**src/rtl/unidad_busqueda_pkg.sv**
```systemverilog
// Shared widths, reset vector and fetch-entry layout for the fetch unit.
// Pure declarations; no timing.
// Entries travel as a packed {pc, inst} pair through the fetch FIFO.
package unidad_busqueda_pkg;

  localparam int ANCHO_INST = 32;
  localparam int ANCHO_DIR  = 32;
  localparam logic [ANCHO_DIR-1:0] INCREMENTO_PC = 32'd4;
  localparam logic [ANCHO_DIR-1:0] PC_INICIO_DEF = 32'h0000_0000;

  typedef struct packed {
    logic [ANCHO_DIR-1:0]  pc;
    logic [ANCHO_INST-1:0] inst;
  } entrada_t;

  // Word-align a redirect target by clearing the byte-offset bits.
  function automatic logic [ANCHO_DIR-1:0] alinear(input logic [ANCHO_DIR-1:0] d);
    return d & ~(INCREMENTO_PC - 32'd1);
  endfunction

endpackage

```
**src/rtl/fifo_busqueda.sv**
```systemverilog
// Synchronous FIFO holding fetched {pc, inst} pairs; head is visible combinationally from storage.
// Latency: a push is visible at the head one cycle later; flush empties it at the next edge.
// Backpressure: caller must not push when full unless popping in the same cycle; pop on empty is ignored.
module fifo_busqueda #(
  parameter int ANCHO       = 64,
  parameter int PROFUNDIDAD = 2
) (
  input  logic             clk,
  input  logic             rst_n,
  input  logic             push,
  input  logic             pop,
  input  logic             flush,
  input  logic [ANCHO-1:0] din,
  output logic             full,
  output logic             empty,
  output logic [ANCHO-1:0] dout
);

  localparam int PW = $clog2(PROFUNDIDAD);
  localparam int CW = $clog2(PROFUNDIDAD + 1);

  logic [ANCHO-1:0] mem [PROFUNDIDAD];
  logic [PW-1:0]    wr_ptr;
  logic [PW-1:0]    rd_ptr;
  logic [CW-1:0]    count;
  logic             pop_ef;
  logic             push_ef;

  assign empty   = (count == '0);
  assign full    = (count == CW'(PROFUNDIDAD));
  assign pop_ef  = pop & ~empty;
  assign push_ef = push & (~full | pop_ef);
  // Empty head reads as zero so stale entries left behind by a flush never leak out.
  assign dout    = empty ? '0 : mem[rd_ptr];

  // Storage write at the tail; contents need no reset because the head is gated by empty.
  always_ff @(posedge clk) begin
    if (push_ef && !flush) mem[wr_ptr] <= din;
  end

  // Pointer and occupancy bookkeeping; flush overrides any push/pop in the same cycle.
  always_ff @(posedge clk or negedge rst_n) begin
    if (!rst_n) begin
      wr_ptr <= '0;
      rd_ptr <= '0;
      count  <= '0;
    end else if (flush) begin
      wr_ptr <= '0;
      rd_ptr <= '0;
      count  <= '0;
    end else begin
      if (push_ef) wr_ptr <= wr_ptr + PW'(1);
      if (pop_ef)  rd_ptr <= rd_ptr + PW'(1);
      case ({push_ef, pop_ef})
        2'b10:   count <= count + CW'(1);
        2'b01:   count <= count - CW'(1);
        default: count <= count;
      endcase
    end
  end

endmodule

```
**src/rtl/unidad_busqueda.sv**
```systemverilog
// Instruction fetch: drives addr from the PC, captures {pc, inst} into a FIFO and hands it to decode.
// Latency: a fetched word appears at the head one cycle after its addr; redirect target appears two cycles after salto.
// Backpressure: inst_ready low stalls the PC once the FIFO is full; salto flushes and takes priority over fetch.
module unidad_busqueda
  import unidad_busqueda_pkg::*;
#(
  parameter logic [ANCHO_DIR-1:0] PC_INICIO   = PC_INICIO_DEF,
  parameter int                   PROFUNDIDAD = 2
) (
  input  logic                  clk,
  input  logic                  rst_n,
  output logic [ANCHO_DIR-1:0]  addr,
  input  logic [ANCHO_INST-1:0] inst,
  input  logic                  salto,
  input  logic [ANCHO_DIR-1:0]  dir_salto,
  output logic                  inst_valid,
  input  logic                  inst_ready,
  output logic [ANCHO_INST-1:0] inst_out,
  output logic [ANCHO_DIR-1:0]  pc_out
);

  logic [ANCHO_DIR-1:0] pc;
  logic                 full;
  logic                 empty;
  logic                 pop;
  logic                 push;
  entrada_t             entrada;
  entrada_t             cabeza;

  // Valid comes from the registered occupancy, never from the memory word itself.
  assign inst_valid = ~empty;
  assign pop        = inst_valid & inst_ready;
  assign push       = ~salto & (~full | pop);
  assign addr       = pc;
  assign entrada    = '{pc: pc, inst: inst};
  assign inst_out   = cabeza.inst;
  assign pc_out     = cabeza.pc;

  // PC: redirect wins, otherwise advance one word per accepted fetch (wraps at the top of memory).
  always_ff @(posedge clk or negedge rst_n) begin
    if (!rst_n) begin
      pc <= PC_INICIO;
    end else if (salto) begin
      pc <= alinear(dir_salto);
    end else if (push) begin
      pc <= pc + INCREMENTO_PC;
    end
  end

  fifo_busqueda #(
    .ANCHO       ($bits(entrada_t)),
    .PROFUNDIDAD (PROFUNDIDAD)
  ) u_fifo (
    .clk   (clk),
    .rst_n (rst_n),
    .push  (push),
    .pop   (pop),
    .flush (salto),
    .din   (entrada),
    .full  (full),
    .empty (empty),
    .dout  (cabeza)
  );

endmodule

```
**config.mk**
```make
export PLATFORM = sky130hd
export DESIGN_NAME = unidad_busqueda
export DESIGN_NICKNAME = d
export VERILOG_FILES = /design/src/rtl/unidad_busqueda_pkg.sv /design/src/rtl/fifo_busqueda.sv /design/src/rtl/unidad_busqueda.sv
export SDC_FILE = /design/constraint.sdc
export NUM_CORES = 1
export LEC_CHECK = 0
export ABC_AREA = 1
export ABC_CLOCK_PERIOD_IN_PS = 4019
export BUFFER_PORTS_ARGS = -buffer_cell sky130_fd_sc_hd__buf_2
export CORE_AREA = 2 2 180 94
export CTS_CLUSTER_DIAMETER = 100
export DETAILED_ROUTE_END_ITERATION = 16
export DIE_AREA = 0 0 182 96
export PLACE_DENSITY = 0.7
export SLEW_MARGIN = 20
export SYNTH_ARGS = -nofsm -noshare
export SYNTH_HDL_FRONTEND = slang
export SYNTH_SLANG_ARGS = --single-unit
export TNS_END_PERCENT = 1
```
**constraint.sdc**
```tcl
create_clock -name clk -period 4.02 [get_ports clk]
set_input_delay 0.804 -clock clk [delete_from_list [all_inputs] [get_ports clk]]
set_output_delay 0.804 -clock clk [all_outputs]
set_load 0.01 [all_outputs]
```
==> results.cfg <==
[sta]
period_needed_ps = 3017
slew_violations = 0
finalHoldViolCount = 0
rsz0062_at_grt = no
final.setup.tns_ps = 0
relSlewSlack = 0.4439
finClkSkew_ps = 13.28
timing.hold.ws_ps = 469.3
setup_viol = 0
timing.fmax_mhz = 331.4
worst-slew-pin-transition_ps = 832.1
fin_crit_sh = 0.7505

[critical_path]
r2r_slack_ps = 1840
crit_family = buffers and inverters
cp_num_buf_inv = 3
critPathKind = reg2out
r2r_cells = 6
cp_slowest_cell = inv_2
cp_max_fo = 37
arrival_ps = 2210
end_kind = output port
max_stage_delay_ps = 540
cp_cell_sequence = inv_2 -> buf_4 -> nand2_1 -> a21oi_1 -> buf_2
worstReg2RegEnd = u_fifo.mem[0][45]
r2r-start = u_fifo.count[1]
crit_path_start_kind = flop
required_ps = 3220

[flow_run]
maxCapViolCount = 0

[synth]
ys_ff_latch = 158
ys_seq_area_frac = 0.6513
synth_area_per_cell_sq_um = 9.878
synth_warnings = 0
yosys.cell_types.count = 33
netlist_area_sq_um = 7023
synthCells = 711

[clocking]
cts_resized = 0
cts_tree = done
clock_latency_ps = 420
cts_buffers = 17
htreeDepth = 4
path_clk_slew_ps = 70
cts.sinks = 158
post_cts_buffers = 0
cts.path.max_buffers = 2
root_buffer = clkbuf_16
hold_buffers = 0

[drt]
ant_nets = 0
firstDrtPassIters = 5
drt_iter0_markers = 482
vias = 5513
routed_wl_microns = 18120
viasPerCell = 5.049
remaining_drc_errors = 0
wl_per_cell_microns = 16.59

[global_route]
grt_pass1_vias = 5114
track_usage = 0.2171
grt_pass1_wl_microns = 28370
grt_max_degree = 64
gr-total-overflow = 0
antenna_found_initial = 1

[cells_and_area]
layout_common_cells = 251 x nand2_1, 158 x buf_2, 124 x edfxtp_1
final_common_cell = nand2_1
drive_gt1_frac = 0.2653
antenna_cells = 0
fillerInstances = 1459
final_nets = 938
finalInstanceArea_sq_um = 8622
fin_util = 0.5410
syn_to_final_growth_pct = 22.77

[power]
leakage_uw = 0.003635
ir_drop_mv = 0.3433
p_per_area_nw_per_um2 = 481.1
power_uw = 4148

[placed_design]
io_buffers = 158
routabilityCongestion = 0.9057
place_area_sq_um = 8041
hpwl_microns = 12360

[floorplanning]
core_area_sq_um = 15940
dieArea_sq_um = 17470
die_h_microns = 96
die_w_microns = 182
pin_count = 165
start_util = 0.4407
rows = 33

[run_status]
outcome = complete, no violations

[hold_path]
hp-class = in2async
## area by class of cell
cell class | count | area [sq um] | area share
clock buffers | 18 | 429.2 | 0.04978
clock inverters | 14 | 151.4 | 0.01756
multi-input cells | 487 | 2195 | 0.2545
repair buffers | 169 | 873.3 | 0.1013
flip-flops and latches | 158 | 4576 | 0.5307
inverters | 36 | 135.1 | 0.01567
well taps | 210 | 262.8 | 0.03047
## metrics by stage
step	cells	setup slack, ps
2_1_floorplan	714	-197.2
3_3_place_gp	1060	1401
3_5_place_dp	1060	1392
4_1_cts	1092	975.4
5_1_grt	1092	849.6
6_report	1092	1003
## per-layer routing
metal,track usage,wire [microns],vias up,share of wire
li1,-,-,2697,-
met1,0.3308,9223,2582,0.51
met2,0.3095,7241,215,0.40
met3,0.05486,1509,17,0.083
met4,0.05175,133,2,0.0073
met5,0,9,-,0.00050
## power by group
group          switching [uW]  internal (uW)
registers                 101           1910
logic                     371            192
clock network             700            875
## synth_stat cells, drive strengths merged
library cell,instances,share of area
nor3,6,0.0043
edfxtp,124,0.53
o21ai,15,0.011
buf,16,0.013
or2,1,0.00089
ha,1,0.0018
nor2,74,0.050
nand3,41,0.030
inv,36,0.019
xnor2,1,0.0012
clkbuf,17,0.0091
a21oi,66,0.047
xor2,2,0.0025
nand4,4,0.0036
dfrtp,34,0.12
and2,1,0.00089
nand2,257,0.14
nor3b,1,0.0011
a31oi,1,0.00089
a211oi,1,0.0011
a21boi,1,0.0011
conb,1,0.00053
o21bai,2,0.0021
o211ai,8,0.0086
## kinds of logic (layout without fill, tap and decap cells)
group,count (synthesis),count (layout),synth area share
and+or+nand+nor,385,385,0.2302
buffers and inverters,69,237,0.04098
other,1,4,0.0005340
adders and majority gates,1,1,0.001781
xor gates and xnor gates,3,3,0.003742
DFF,158,158,0.6513
AOI/OAI and AO/OA,94,94,0.07144
## sequential cells by signal (all words and copies together), names as in the netlist
signal,flops
u_fifo.rd_ptr,1
u_fifo.count,2
u_fifo.mem,124
addr,30
u_fifo.wr_ptr,1
## worst max-delay path by stage
stage,from,end,depth (start not counted)
3_3_place_gp,inst_ready,u_fifo.mem[0][7],6
4_1_cts,u_fifo.rd_ptr,pc_out[7],5
5_1_grt,u_fifo.rd_ptr,inst_out[10],5
2_1_floorplan,salto,u_fifo.mem[1][0],4
6_report,u_fifo.rd_ptr,pc_out[7],5
3_5_place_dp,inst_ready,u_fifo.mem[0][15],6
No activity file was read; power rests on OpenSTA's default activity.
